[src/rtl/mem_pkg.sv]
// Shared encodings for the memory access master: access sizes, abort codes
// and the transaction FSM states.
package mem_pkg;

  localparam logic [1:0] SZ_BYTE = 2'd0;
  localparam logic [1:0] SZ_HALF = 2'd1;
  localparam logic [1:0] SZ_WORD = 2'd2;
  localparam logic [1:0] SZ_BAD  = 2'd3;

  localparam logic [1:0] ERR_NONE     = 2'd0;
  localparam logic [1:0] ERR_MISALIGN = 2'd1;
  localparam logic [1:0] ERR_TIMEOUT  = 2'd2;
  localparam logic [1:0] ERR_SIZE     = 2'd3;

  typedef enum logic [2:0] {
    ST_IDLE  = 3'd0,
    ST_SETUP = 3'd1,
    ST_WAIT  = 3'd2,
    ST_DONE  = 3'd3,
    ST_ABORT = 3'd4
  } state_e;

  // Request screening done in IDLE: illegal size beats misalignment.
  function automatic logic [1:0] check_req(input logic [1:0] size,
                                           input logic [1:0] addr_lo);
    logic [1:0] code;
    code = ERR_NONE;
    if (size == SZ_BAD)
      code = ERR_SIZE;
    else if ((size == SZ_HALF && addr_lo[0]) ||
             (size == SZ_WORD && addr_lo != 2'b00))
      code = ERR_MISALIGN;
    return code;
  endfunction

endpackage

[src/rtl/mem_access_master_load_extend.sv]
// Combinational load extension: right-justified responder data is zero- or
// sign-filled for byte/halfword loads; words pass through.
module load_extend
  import mem_pkg::*;
#(
  parameter int DATA_W = 32
) (
  input  logic [1:0]        size_i,
  input  logic              sign_ext_i,
  input  logic [DATA_W-1:0] data_i,
  output logic [DATA_W-1:0] data_o
);

  always_comb begin
    data_o = data_i;
    case (size_i)
      SZ_BYTE: data_o = {{(DATA_W-8){sign_ext_i & data_i[7]}}, data_i[7:0]};
      SZ_HALF: data_o = {{(DATA_W-16){sign_ext_i & data_i[15]}}, data_i[15:0]};
      default: data_o = data_i;
    endcase
  end

endmodule

[src/rtl/mem_access_master.sv]
// CPU-side initiator for the byte/halfword/word RAM responder: screens the
// request, drives a stable bus through SETUP/WAIT and returns load data.
module mem_access_master
  import mem_pkg::*;
#(
  parameter int ADDR_W  = 9,
  parameter int DATA_W  = 32,
  parameter int TIMEOUT = 64
) (
  input  logic              clk,
  input  logic              reset,
  input  logic              req,
  input  logic              rw,
  input  logic [1:0]        size,
  input  logic              sign_ext,
  input  logic [ADDR_W-1:0] addr,
  input  logic [DATA_W-1:0] wdata,
  output logic              busy,
  output logic              done,
  output logic [1:0]        err,
  output logic              done_err,
  output logic [DATA_W-1:0] rdata,
  output logic              mfa,
  output logic              mem_rw,
  output logic [ADDR_W-1:0] mem_addr,
  output logic [DATA_W-1:0] mem_wdata,
  output logic [1:0]        mem_mode,
  input  logic [DATA_W-1:0] mem_rdata,
  input  logic              moc
);

  localparam int TW = $clog2(TIMEOUT);
  localparam logic [TW-1:0] TLAST = TW'(TIMEOUT - 1);

  state_e            state_q, state_d;
  logic [TW-1:0]     timer_q, timer_d;
  logic              moc_q;
  logic              mem_rw_q, mem_rw_d;
  logic [ADDR_W-1:0] mem_addr_q, mem_addr_d;
  logic [DATA_W-1:0] mem_wdata_q, mem_wdata_d;
  logic [1:0]        mem_mode_q, mem_mode_d;
  logic              sext_q, sext_d;
  logic [1:0]        err_q, err_d;
  logic [DATA_W-1:0] rdata_q, rdata_d;
  logic [DATA_W-1:0] ext_data;
  logic [1:0]        req_code;
  logic              moc_rise;

  load_extend #(.DATA_W(DATA_W)) u_ext (
    .size_i     (mem_mode_q),
    .sign_ext_i (sext_q),
    .data_i     (mem_rdata),
    .data_o     (ext_data)
  );

  assign req_code = check_req(size, addr[1:0]);
  // Completion is edge-qualified so a moc left high from the previous
  // transaction cannot complete the next one.
  assign moc_rise = moc & ~moc_q;

  always_comb begin
    state_d     = state_q;
    timer_d     = timer_q;
    mem_rw_d    = mem_rw_q;
    mem_addr_d  = mem_addr_q;
    mem_wdata_d = mem_wdata_q;
    mem_mode_d  = mem_mode_q;
    sext_d      = sext_q;
    err_d       = err_q;
    rdata_d     = rdata_q;
    case (state_q)
      ST_IDLE: begin
        if (req) begin
          if (req_code != ERR_NONE) begin
            err_d   = req_code;
            state_d = ST_ABORT;
          end else begin
            mem_rw_d    = rw;
            mem_addr_d  = addr;
            mem_wdata_d = wdata;
            mem_mode_d  = size;
            sext_d      = sign_ext;
            state_d     = ST_SETUP;
          end
        end
      end
      ST_SETUP: begin
        timer_d = '0;
        state_d = ST_WAIT;
      end
      ST_WAIT: begin
        if (moc_rise) begin
          if (mem_rw_q)
            rdata_d = ext_data;
          state_d = ST_DONE;
        end else if (timer_q == TLAST) begin
          err_d   = ERR_TIMEOUT;
          state_d = ST_ABORT;
        end else begin
          timer_d = timer_q + TW'(1);
        end
      end
      ST_DONE:  state_d = ST_IDLE;
      ST_ABORT: state_d = ST_IDLE;
      default:  state_d = ST_IDLE;
    endcase
  end

  always_ff @(posedge clk) begin
    if (reset) begin
      state_q     <= ST_IDLE;
      timer_q     <= '0;
      moc_q       <= 1'b0;
      mem_rw_q    <= 1'b1;
      mem_addr_q  <= '0;
      mem_wdata_q <= '0;
      mem_mode_q  <= '0;
      sext_q      <= 1'b0;
      err_q       <= '0;
      rdata_q     <= '0;
    end else begin
      state_q     <= state_d;
      timer_q     <= timer_d;
      moc_q       <= moc;
      mem_rw_q    <= mem_rw_d;
      mem_addr_q  <= mem_addr_d;
      mem_wdata_q <= mem_wdata_d;
      mem_mode_q  <= mem_mode_d;
      sext_q      <= sext_d;
      err_q       <= err_d;
      rdata_q     <= rdata_d;
    end
  end

  assign busy      = (state_q == ST_SETUP) || (state_q == ST_WAIT);
  assign mfa       = (state_q == ST_WAIT);
  assign done      = (state_q == ST_DONE);
  assign done_err  = (state_q == ST_ABORT);
  assign err       = err_q;
  assign rdata     = rdata_q;
  assign mem_rw    = mem_rw_q;
  assign mem_addr  = mem_addr_q;
  assign mem_wdata = mem_wdata_q;
  assign mem_mode  = mem_mode_q;

endmodule

[config.mk]
export PLATFORM = sky130hd
export DESIGN_NAME = mem_access_master
export DESIGN_NICKNAME = d
export VERILOG_FILES = /design/src/rtl/mem_pkg.sv /design/src/rtl/mem_access_master_load_extend.sv /design/src/rtl/mem_access_master.sv
export SDC_FILE = /design/constraint.sdc
export NUM_CORES = 1
export LEC_CHECK = 0
export ABC_CLOCK_PERIOD_IN_PS = 1900
export BUFFER_PORTS_ARGS = -buffer_cell sky130_fd_sc_hd__buf_2
export CAP_MARGIN = 20
export CORE_AREA = 2 2 98 100
export CTS_CLUSTER_DIAMETER = 40
export DETAILED_ROUTE_END_ITERATION = 12
export DIE_AREA = 0 0 100 102
export HOLD_SLACK_MARGIN = 0.03
export PLACE_DENSITY = 0.69
export SETUP_SLACK_MARGIN = 0.4
export SKIP_CTS_REPAIR_TIMING = 1
export SLEW_MARGIN = 40
export SYNTH_ARGS = -nofsm -noshare
export SYNTH_HDL_FRONTEND = slang
export SYNTH_SLANG_ARGS = --single-unit
[constraint.sdc]
create_clock -name clk -period 1.9 [get_ports clk]
set_input_delay 0.19 -clock clk [delete_from_list [all_inputs] [get_ports clk]]
set_output_delay 0.19 -clock clk [all_outputs]
set_load 0.005 [all_outputs]
======== Word-level counts from Yosys, hierarchy flattened ========
Index checks and enable logic that the tools add are counted.
storage, ports and cells
  logic and storage cells ................. 62
  bits in registers ....................... 89
  output and inout bits ................... 82
operators by class
  add/subtract/negate cells ............... 1
  equality and inequality tests ........... 15
  bitwise gates (word level) .............. 5
  reduce and logical (&&, ||, !) cells .... 15
  muxes and demuxes ....................... 16
operators with widths
  operator                                                               number
  32-bit case mux with 2 select lines                                    1
  3-bit 2-to-1 mux                                                       4
  6-bit 2-to-1 mux                                                       2
  6-bit case mux with 2 select lines                                     1
  2-bit 2-to-1 mux                                                       5
  3-bit case mux with 3 select lines                                     1
  3-bit AND reduction                                                    3
  2-bit != test, second input constant                                   4
  2-bit nonzero test                                                     4
  6-bit by 1-bit adder with 6-bit output, second input constant          1
  3-bit by 2-bit equality test with 1-bit output, second input constant  2
  6-bit equality test, second input constant                             1
  5-bit AND reduction                                                    1
  2-bit by 1-bit equality test with 1-bit output, second input constant  2
  2-bit equality test, second input constant                             2
  2-bit case mux with 2 select lines                                     1
  1-bit AND                                                              3
  3-bit by 1-bit equality test with 1-bit output, second input constant  1
  3-bit equality test, second input constant                             1
  3-bit logical NOT                                                      1
  3-bit by 1-bit != test with 1-bit output, second input constant        1
  1-bit logical AND                                                      2
  2-bit logical NOT                                                      1
  1-bit logical OR                                                       2
  4 further kinds                                                        5

======== Longest topological paths before layout ========
Gate-level depths: netlist (run 1).
  depth in word-level cells ............... 9
  depth in mapped cells ................... 7
  gate-level depth less buffers ........... 5

======== Cells and area by module ========
A second synthesis (run 1) with hierarchy kept.
unflattened totals
  cell total of the unflattened synthesis .. 483
  area total of the unflattened synthesis .. 3726.1 µm²
modules (own cells, without submodules)
  module             instances  cells an instance  sequential area each (µm²)  area each (µm²)
  mem_access_master  1          417                1781.7                      3340.7
  load_extend        1          66                 0.0                         385.4

======== Least setup slack after synthesis (run 1) ========
Ideal clock, no wire load.
  kind .................................... register to register
  start point ............................. register timer_q[0]
  end point ............................... register timer_q[2]
  setup slack ............................. 0.392 ns
  required time ........................... 1.825 ns
  clock period less this slack ............ 1.508 ns
  setup time .............................. 0.075 ns
  cell stages (with the launch flop) ...... 6
  arrival ................................. 1.433 ns
  cell sequence ........................... dfxtp_1 ha_1 nand2_1 o211ai_2 or4b_1 a31oi_1
between the ends
  cells in the longest elaborated chain, start to end .. 4
RTL lines
  element                                 line                      source
  start: declaration                      mem_access_master.sv:36   logic [TW-1:0] timer_q, timer_d;
  start signal: assignment                mem_access_master.sv:123  timer_q <= timer_d;
  6-bit by 1-bit adder with 6-bit output  mem_access_master.sv:100  timer_d = timer_q + TW'(1);
  6-bit 2-to-1 mux                        mem_access_master.sv:96   end else if (timer_q == TLAST) begin
  6-bit 2-to-1 mux                        mem_access_master.sv:92   if (moc_rise) begin
  6-bit case mux with 2 select lines      mem_access_master.sv:71   case (state_q)
Several ways; a longest one is shown, not always the timed one. The select of a mux whose other input is x is not followed.
A chain may end at the register's enable or synchronous reset.

======== Final worst setup path (run 1) ========
  start point ............................. register state_q[1]
  end point ............................... output done_err
between the ends
  cells in the longest elaborated chain, start to end .. 1
RTL lines
  element                   line                      source
  start: declaration        mem_access_master.sv:35   state_e state_q, state_d;
  start signal: assignment  mem_access_master.sv:122  state_q <= state_d;
  3-bit equality test       mem_access_master.sv:138  assign done_err = (state_q == ST_ABORT);
  end: declaration          mem_access_master.sv:21   output logic done_err,
No other way between the ends.

==> out/results.txt, run 1 <==
initial antenna violation count: 0
Syn Area/Cell: 8.257 sq um
Slew Viols, Final: 0
ys flop type: dfxtp_1
crit path max fanout: 6
final core utilization: 0.5356
largest area contributor in the netlist: dfxtp_1
Max-slew headroom: 0.5808
top cells by area, synth: dfxtp_1 50%, nand2_1 15%, a21oi_1 11%
FF-to-FF path depth: 5
Antenna Violating Nets Remaining: 0
critical path depth: 3
H-tree depth: 3
minimum hold slack: 0.04409 ns
final net count: 681
# diodes: 0
drt first pass iters: 4
FMAX: 0.6628 GHz
RR Endpoint: rdata[9]
Post-synth EDFFs: 0
clk root buf: clkbuf_8
status: completed
dpl hpwl: 7055 microns
syn nets: 514
Max Cap Violations: 0
leakage: 2.188 nW
Mapped Cells: 432
Crit Path Class: reg2out
Crit. Startpoint: state_q[1]
reg2reg start: state_q[0]
largest net degree at the start of global routing: 40
Worst Tran Pin Value: 0.6288 ns
Crit-path slowest cell: dfxtp_4
Pwr Total: 3.985 mW
Final Critical Period: 1.509 ns
CP Cell Sequence: dlymetal6s2s_1 > nor3b_1 > buf_2
area delta synth->final: 36.76%
Worst-path clk slew: 0.09 ns
clk buf depth: 2
GP Congestion: 0.8360
flop-to-flop setup slack: 0.42 ns
drc violations: 0
Buf+Inv Stages, Crit Path: 2
pwr/cell area: 816.8 nW/um^2
worst skew pair latency: 0.35 ns
post-synth cell types: 46
Clock Skews: 0.008031 ns
async set-reset flop share out of synthesis: 0
Worst EP arrival: 1.32 ns
fill count: 889
Seq/Total Area, Yosys: 0.4995
cell area after synthesis: 3567 sq um
RSZ-0062 raised after global routing: yes
TritonCTS Sinks: 89
critical path startpoint category: flip-flop
TritonCTS clock tree: built
Die Area: 10200 sq um
number of global-route vias before repair: 3425
Hold Violations, Final: 0
synthesized flop and latch total: 89
top cell type's share of synthesized area: 0.4995
detailed-route vias per instance: 4.980
WL final: 9894 microns
critical path's largest stage delay: 0.37 ns
setup TNS: 0 ns
Setup crit end: done_err
Crit. End Element: primary output
DR vias: 3561
Tot GR Track Use: 0.1881
YS warnings: 0
final setup vio count: 0
Die X: 100 microns
IO Count: 163
CTS Buf Count: 9
port bufs: 162
WP data required: 1.71 ns
first-pass GRT wire length: 15550 microns
Top Family by Delay on Critical Path: flip-flops
row count: 35
Peak supply drop: 0.5168 mV
initial core utilization: 0.3916
Detailed Route Iter0 Violations: 104
worst hold path type: in2reg
Hold Path Depth: 3
multi-input logic area: 1672 sq um
share of cells above drive strength 1: 0.3709
grt ovf: 0
routed len/inst: 13.84 microns
Sequential cell area: 1798 sq um
Placeable Area: 9109 sq um
Final Cycle Share: 0.7941
Die H: 102 microns
stage by stage:
step	cells	cell area, sq um	worst slack (ns)
final	715	4878	0.3912
after global routing	715	4878	0.3257
after CTS	704	4652	0.1099
after detailed placement	688	4456	0.2045
after global placement	688	4456	0.2883
after floorplan	432	3570	0.4307
Yosys cell counts (2+ instances only):
cell,n
nand2_1,141
dfxtp_1,89
a21oi_1,79
o21ai_0,22
clkbuf_1,16
buf_6,9
nor2_1,7
a211oi_1,6
nor2b_1,5
inv_1,4
mux2i_1,4
nand2b_1,4
nand3_1,4
buf_4,3
o211ai_1,3
nor3_1,2
nor3b_1,2
o211a_1,2
o211ai_2,2
o21a_1,2
metal layers:
| layer | vias to the layer above | wire, microns | GRT usage |
|---|---|---|---|
| li1 | 1788 | - | - |
| met1 | 1653 | 4107 | 0.2234 |
| met2 | 115 | 4916 | 0.3306 |
| met3 | 5 | 817 | 0.06361 |
| met4 | 0 | 53 | 0.04426 |
| met5 | - | 0 | 0 |
worst min-delay path by stage:
stage                  start            to  slack, ns
finish                    rw        mem_rw       0.04
global route        wdata[5]  mem_wdata[5]       0.05
CTS                       rw        mem_rw       0.03
detailed placement        rw        mem_rw       0.40
global placement          rw        mem_rw       0.41
floorplan                 rw        mem_rw       0.31
power breakdown:
part           internal [mW]  leakage [nW]  switching, mW
Combinational          0.301          1.37          0.333
Sequential              1.96         0.727         0.0701
Clock                  0.621        0.0917          0.697
Total                   2.88          2.19           1.10
flip-flops by register name, summed over array words and instances (netlist names):
| register | cells |
|---|---|
| timer_q | 6 |
| rdata | 32 |
| sext_q | 1 |
| mem_mode | 2 |
| mem_rw | 1 |
| mem_addr | 9 |
| moc_q | 1 |
| state_q | 3 |
| err | 2 |
| mem_wdata | 32 |
placed cells by master (no fill, tap or decap), types with 2 or more instances in the layout:
master	n
nor2b_1	5
o21a_1	2
buf_12	3
nor3b_1	2
nand2_1	140
buf_4	14
nand2b_1	4
nor2_1	7
buf_2	162
dfxtp_2	4
a211oi_2	2
a21oi_1	79
clkbuf_1	2
buf_6	4
clkbuf_8	9
a211oi_1	5
inv_1	4
o211ai_1	3
dfxtp_4	3
mux2i_1	4
o21ai_0	22
nor3_1	2
dfxtp_1	82
nand3_4	2
clkinvlp_4	2
nand3_1	3
o211ai_4	2
layout make-up:
class | count | share of cell area
clock inverters | 5 | 0.01334
inverters | 4 | 0.003078
multi-input cells | 310 | 0.3427
well taps | 111 | 0.02847
clock buffers | 11 | 0.02693
flip-flops and latches | 89 | 0.3686
repair buffers | 185 | 0.2170
worst register-to-register path, stage by stage (launching register included):
cell and delay [ns]:
dfxtp_4 0.40, nor3b_4 0.28, buf_6 0.15, nand3_4 0.11, a31oi_4 0.31, a21oi_1 0.12
cells by family after synthesis:
| kind of cell | share of synthesized area |
|---|---|
| simple gates | 0.2245 |
| compound gates | 0.2045 |
| flops | 0.4995 |
| buf+inv | 0.05682 |
| mux | 0.01122 |
| fa+ha+maj | 0.003507 |
Power figures use the tool's default switching activity.
==> inputs of run 2 (changes only) <==
Settings changed: ABC_AREA from default to 1, ABC_CLOCK_PERIOD_IN_PS 1900 to 1420, CORE_AREA 2 2 98 100 to 2 2 97 99, DIE_AREA 0 0 100 102 to 0 0 99 101.
Clock period 1.9 ns to 1.42 ns, I/O delays scaled along.
==> run 2 against run 1 <==
Compared with the run above: non-clock buffer count up 54; first-iteration DRC count up 70%; global-route usage up 0.28 points; sequential power up 35%; critical endpoint is now mem_wdata[8]; largest cell class unchanged; die area down 2.0%; worst setup slack worse by 0.37 ns; cell count up 12%; routed wire length up 21%.
==> out/results.txt, run 2 <==
met3 WL: 818 microns (+0.12%)
pwr/cell area: 980.2 nW/um^2 (+20%)
post-synth cell types: 22 (-52%)
met2 routed WL: 6004 microns (+22%)
Buf+Inv Stages, Crit Path: 2 (unchanged)
leakage: 2.679 nW (+22%)
Post-synth EDFFs: 0 (unchanged)
initial antenna violation count: 1 (+1)
cell area after synthesis: 3462 sq um (-2.9%)
syn nets: 546 (+6.2%)
status: completed
critical path startpoint category: flip-flop
clk buf depth: 2 (unchanged)
Die X: 99 microns (-1.0%)
CTS Buf Count: 9 (unchanged)
critical path's largest stage delay: 0.39 ns (+0.02 ns)
Worst Tran Pin Value: 0.6234 ns (-0.005439 ns)
drc violations: 0 (unchanged)
crit path max fanout: 9 (+3)
Max Cap Violations: 0 (unchanged)
top cell type's share of synthesized area: 0.5146 (+0.01516)
IO Count: 163 (unchanged)
Synth top cells by count: 143 x nand2_1, 89 x dfxtp_1, 69 x a21oi_1
Clock Skews: 0.009538 ns (+0.001508 ns)
# diodes: 0 (unchanged)
count leader, synth: nand2_1
Sequential Power Share: 0.484 (-0.026)
reg2reg start: state_q[1]
commonest non-fill, non-tap cells in the layout: 160 x buf_2, 125 x nand2_1, 72 x dfxtp_1, 48 x a21oi_1, 45 x dlygate4sd3_1
Worst-path clk slew: 0.10 ns (about the same)
highest routed metal layer: met5
Placed Instance Area: 4499 sq um (+0.98%)
TritonCTS Sinks: 89 (unchanged)
GP Congestion: 0.7909 (-5.4%)
Die Area: 9999 sq um (-2.0%)
routed len/inst: 14.88 microns (+7.5%)
FF-to-FF path depth: 6 (+1)
dpl hpwl: 6699 microns (-5.0%)
final setup vio count: 0 (unchanged)
Tot GR Track Use: 0.1909 (+0.002820)
Top Family by Delay on Critical Path: simple AND/OR/NAND/NOR gates
initial core utilization: 0.3856 (-0.005976)
P_int: 3.958 mW (+37%)
Crit. End Element: flip-flop
final worst slack: 0.02144 ns (-0.3698 ns)
Placeable Area: 8977 sq um (-1.4%)
Die H: 101 microns (-0.98%)
Slew Viols, Final: 0 (unchanged)
Crit-path slowest cell: dfxtp_4
final net count: 770 (+13%)
WL met1: 4893 microns (+19%)
share of cells above drive strength 1: 0.4364 (+0.06556)
fill count: 712 (-20%)
Mapped Cells: 464 (+7.4%)
FMAX: 0.7150 GHz
synthesized flop and latch total: 89 (unchanged)
detailed-route vias per instance: 4.991 (+0.22%)
Detailed Route Iter0 Violations: 177 (+70%)
ys flop type: dfxtp_1
Seq/Total Area, Yosys: 0.5146 (+0.01516)
commonest non-fill, non-tap cell in the layout: buf_2
largest net degree at the start of global routing: 53 (+33%)
Final Critical Period: 1.399 ns
number of global-route vias before repair: 3416 (-0.26%)
Antenna Violating Nets Remaining: 0 (unchanged)
Crit Path Class: reg2reg
Net Sw Power: 1.720 mW (+56%)
Clk network pwr share: 0.288 (-0.043)
Peak supply drop: 0.4843 mV (-6.3%)
Worst EP arrival: 1.67 ns (+0.35 ns)
worst skew pair latency: 0.36 ns (about the same)
WL final: 11950 microns (+21%)
YS warnings: 0 (unchanged)
Hold Violations, Final: 0 (unchanged)
DR vias: 4008 (+13%)
CP Cell Sequence: nor3_4 > nand3_4 > clkinv_8 > buf_6 > nand2_1 > a21oi_1
Final Cycle Share: 0.9849
Combinational Power Share: 0.228 (+0.069)
port bufs: 162 (unchanged)
Pwr Total: 5.678 mW (+43%)
RSZ-0062 raised after global routing: yes
Finished Cell Area: 5793 sq um (+19%)
grt ovf: 0 (unchanged)
flop-to-flop setup slack: 0.02 ns (-0.40 ns)
async set-reset flop share out of synthesis: 0 (unchanged)
WP data required: 1.70 ns (about the same)
top cells by area, synth: dfxtp_1 51%, nand2_1 16%, a21oi_1 10%
Hold EP: rdata[2]
RR Endpoint: mem_wdata[8]
pre-CTS WS: 0.1051 ns (-0.09945 ns)
first-pass GRT wire length: 15570 microns (+0.18%)
drt first pass iters: 4 (unchanged)
switching share of power: 0.3030 (+0.02672)
largest area contributor in the netlist: dfxtp_1
H-tree depth: 3 (unchanged)
TritonCTS clock tree: built
Syn Area/Cell: 7.461 sq um (-9.6%)
Hold Path Depth: 3 (unchanged)
Max-slew headroom: 0.5844 (+0.003626)
origin of the worst min-delay path: mem_rdata[2]
worst hold path type: in2reg
row count: 35 (unchanged)
clk root buf: clkbuf_8
area delta synth->final: 67.33%
run 2: cell types whose count changed after synthesis, sizes merged, moves of 6 or more:
cell | before | now
nand3 | 5 | 16
o21ai | 22 | 41
a211oi | 7 | 0
inv | 4 | 18
a21oi | 79 | 69
nor2 | 9 | 51
nor2b | 6 | 0
run 2: routing by layer:
layer / track usage / vias up
met1: 0.2295 / 1863
li1: - / 1960
met3: 0.07559 / 23
met4: 0.06744 / 2
met5: 0 / -
met2: 0.3108 / 160
run 2: logic make-up (layout without fill, tap and decap cells):
kind of cell	count (synthesis)	in the layout	share of synthesized area
simple gates	217	217	0.2602
compound gates	112	112	0.1630
flops	89	89	0.5146
buf+inv	44	272	0.05602
fa+ha+maj	1	1	0.003613
xor+xnor	1	1	0.002530
run 2: through the flow:
stage	setup TNS (ns)	utilization	cells	hold slack [ns]
after detailed placement	0	0.5012	726	0.3747
after global routing	-0.2402	0.6453	803	0.02721
after floorplan	0	-	464	0.2669
after global placement	0	0.5012	726	0.3669
after CTS	0	0.5210	741	-0.01357
final	0	0.6453	803	0.02008
run 2: worst reg2reg max path, cell delays in order, from the launching register on:
cell and delay [ns]:
dfxtp_4 0.39, nor3_4 0.26, nand3_4 0.16, clkinv_8 0.13, buf_6 0.16, nand2_1 0.07, a21oi_1 0.16
run 2: area by class of cell:
type	count	area (sq um)	share of cell area
repair buffers	239	1737	0.2998
clock buffers	10	137.6	0.02376
flip-flops and latches	89	1823	0.3147
well taps	111	138.9	0.02397
clock inverters	5	40.04	0.006911
inverters	18	100.1	0.01728
multi-input cells	331	1817	0.3136
run 2: how the worst max path moves through the flow:
| stage | start | slack, ns | depth (start not counted) | endpoint |
|---|---|---|---|---|
| 2_1_floorplan | state_q[1] | 0.14 | 8 | rdata[19] |
| 3_3_place_gp | state_q[1] | 0.13 | 5 | mem_wdata[16] |
| 3_5_place_dp | state_q[1] | 0.11 | 6 | mem_addr[2] |
| 4_1_cts | state_q[2] | 0.02 | 4 | busy |
| 5_1_grt | state_q[1] | -0.06 | 6 | mem_wdata[8] |
| 6_report | state_q[1] | 0.02 | 6 | mem_wdata[8] |
run 2: power by group through the flow:
stage / clock [mW] / sequential, mW / combinational, mW
final: 1.63 / 2.75 / 1.29
after global routing: 1.79 / 2.77 / 1.40
after CTS: 1.68 / 2.73 / 0.875
after detailed placement: 0 / 2.78 / 0.872
after global placement: 0 / 2.78 / 0.854
after floorplan: 0 / 2.79 / 0.468
==> inputs of run 3 (changes only) <==
Settings changed: CTS_BUF_LIST from default to sky130_fd_sc_hd__clkbuf_4 sky130_fd_sc_hd__clkbuf_8 sky130_fd_sc_hd__clkbuf_16, PLACE_DENSITY 0.69 to 0.74.
==> run 3 against run 2 <==
Compared with the run above: cell count decreased by 2.4%; clock skew increased by 0.00064 ns; sequential power about the same; highest routed layer is now met4; routed wire length decreased by 14%; combinational power decreased by 20%; fmax increased by 0.11%; power decreased by 5.4%; largest power group unchanged; clock power about the same.
==> out/results.txt, run 3 (synthesized netlist as in run 2, its figures left out) <==
final std cells w/o fill: 784 (-2.4%)
Net Sw Power: 1.561 mW (-9.3%)
Die X: 99 microns (unchanged)
Detailed Route Iter0 Violations: 121 (-32%)
crit path max fanout: 16 (+7)
Die Area: 9999 sq um (unchanged)
DR vias: 3827 (-4.5%)
Clk network pwr share: 0.297 (+0.009)
Tot GR Track Use: 0.1836 (-0.007233)
pwr/cell area: 1030 nW/um^2 (+5.1%)
final net count: 750 (-2.6%)
RSZ-0062 raised after global routing: yes
TritonCTS Sinks: 89 (unchanged)
CP Cell Sequence: inv_6 > nor2_4 > nand3_4 > nor2_4 > clkinv_4 > nor2_4 > buf_12 > a21oi_1
Combinational Power Share: 0.191 (-0.037)
final worst slack: 0.02292 ns (+0.001482 ns)
# diodes: 0 (unchanged)
FMAX: 0.7158 GHz (+0.11%)
Finished Cell Area: 5215 sq um (-10%)
grt ovf: 0 (unchanged)
Slew Viols, Final: 0 (unchanged)
Pwr Total: 5.373 mW (-5.4%)
clk root buf: clkbuf_8
first-pass GRT wire length: 15120 microns (-2.9%)
Top Family by Delay on Critical Path: simple AND/OR/NAND/NOR gates
final setup vio count: 0 (unchanged)
Buf+Inv Stages, Crit Path: 3 (+1)
Crit. End Element: flip-flop
Final Critical Period: 1.397 ns (-0.001482 ns)
leakage: 2.456 nW (-8.3%)
commonest non-fill, non-tap cell in the layout: buf_2
TritonCTS clock tree: built
Peak supply drop: 0.4866 mV (+0.48%)
Antenna Violating Nets Remaining: 0 (unchanged)
Worst Tran Pin Value: 0.3251 ns (-0.2983 ns)
area delta synth->final: 50.63%
initial core utilization: 0.3856 (unchanged)
Max Cap Violations: 0 (unchanged)
Placeable Area: 8977 sq um (unchanged)
fill count: 792 (+11%)
initial antenna violation count: 0 (-1)
row count: 35 (unchanged)
Final Cycle Share: 0.9839 (-0.001044)
dpl hpwl: 6942 microns (+3.6%)
switching share of power: 0.2905 (-0.01244)
port bufs: 162 (unchanged)
Die H: 101 microns (unchanged)
dpl cells: 728 (+0.28%)
largest net degree at the start of global routing: 37 (-30%)
GP Congestion: 0.8336 (+5.4%)
critical path startpoint category: flip-flop
met1 Use GR: 0.2177 (-0.01175)
Worst-path clk slew: 0.09 ns (about the same)
Hold Violations, Final: 0 (unchanged)
WP data required: 1.66 ns (-0.04 ns)
minimum hold slack: 0.01852 ns (-0.001560 ns)
grt peak-use layer: met2
P_int: 3.812 mW (-3.7%)
setup TNS: 0 ns (unchanged)
WL final: 10280 microns (-14%)
drt first pass iters: 4 (unchanged)
clk buf depth: 2 (unchanged)
status: completed
critical path's largest stage delay: 0.41 ns (+0.02 ns)
share of cells above drive strength 1: 0.3804 (-0.05603)
pre-CTS WS: 0.03185 ns (-0.07321 ns)
worst hold path type: in2reg
Clock Skews: 0.01018 ns (+0.0006426 ns)
Sequential Power Share: 0.511 (+0.027)
Placed Instance Area: 4502 sq um (about the same)
most frequent CP cell: nor2_4
detailed-route vias per instance: 4.881 (-2.2%)
Crit Path Class: reg2reg
Worst EP arrival: 1.63 ns (-0.04 ns)
GR Layer Usage met3: 0.05132 (-0.02427)
commonest non-fill, non-tap cells in the layout: 161 x buf_2, 137 x nand2_1, 78 x dfxtp_1, 65 x a21oi_1, 41 x o21ai_0
H-tree depth: 3 (unchanged)
Max-slew headroom: 0.7833 (+0.1989)
routed len/inst: 13.11 microns (-12%)
CTS Buf Count: 9 (unchanged)
Crit-path slowest cell: dfxtp_4
global-route met2 utilization: 0.3170 (+0.006237)
IO Count: 163 (unchanged)
worst skew pair latency: 0.35 ns (about the same)
number of global-route vias before repair: 3431 (+0.44%)
final core utilization: 0.5809 (-0.06439)
drc violations: 0 (unchanged)
## run 3: cell types whose count changed in the layout (fill, tap and decap cells not counted), moves of 7 or more
cell / previous run / this run
a21oi_1: 48 / 65
a21oi_2: 21 / 4
dlygate4sd3_1: 45 / 31
nand2_1: 125 / 137
o21ai_0: 30 / 41
o21ai_1: 9 / 0
buf_4: 11 / 19
nand2_4: 9 / 1
clkbuf_16: 7 / 0
nor2_4: 13 / 6
## run 3: routing by layer
| metal | wire [microns] | up-vias |
|---|---|---|
| met5 | 0 | - |
| met1 | 4272 | 1759 |
| met2 | 5145 | 136 |
| met4 | 190 | 0 |
| li1 | - | 1914 |
| met3 | 669 | 18 |
## run 3: power by group through the flow
stage	clock network, mW	logic, mW	registers, mW
after floorplan	0	0.468	2.79
after global placement	0	0.858	2.79
after detailed placement	0	0.879	2.79
after CTS	1.64	0.881	2.74
after global routing	1.75	1.14	2.77
final	1.60	1.03	2.75
## run 3: final timing paths
check           startpoint       endpoint  slack (ns)  cells after the start
min           mem_rdata[4]       rdata[4]        0.02                      3
min reg2reg  mem_wdata[29]  mem_wdata[29]        0.46                      2
max reg2reg     state_q[1]      rdata[27]        0.02                      8
max             state_q[1]      rdata[27]        0.02                      8
## run 3: area by class of cell
class                   instances  area [sq um]  area share
clock buffers                  11         138.9     0.02663
clock inverters                 5         40.04    0.007678
inverters                      18         92.59     0.01775
multi-input cells             331          1620      0.3107
flip-flops and latches         89          1805      0.3462
well taps                     111         138.9     0.02663
repair buffers                219          1379      0.2644
## run 3: worst min-delay path, cell delays in order
cell and delay, ns:
buf_2 0.09, nor2_2 0.03, nor2_1 0.08
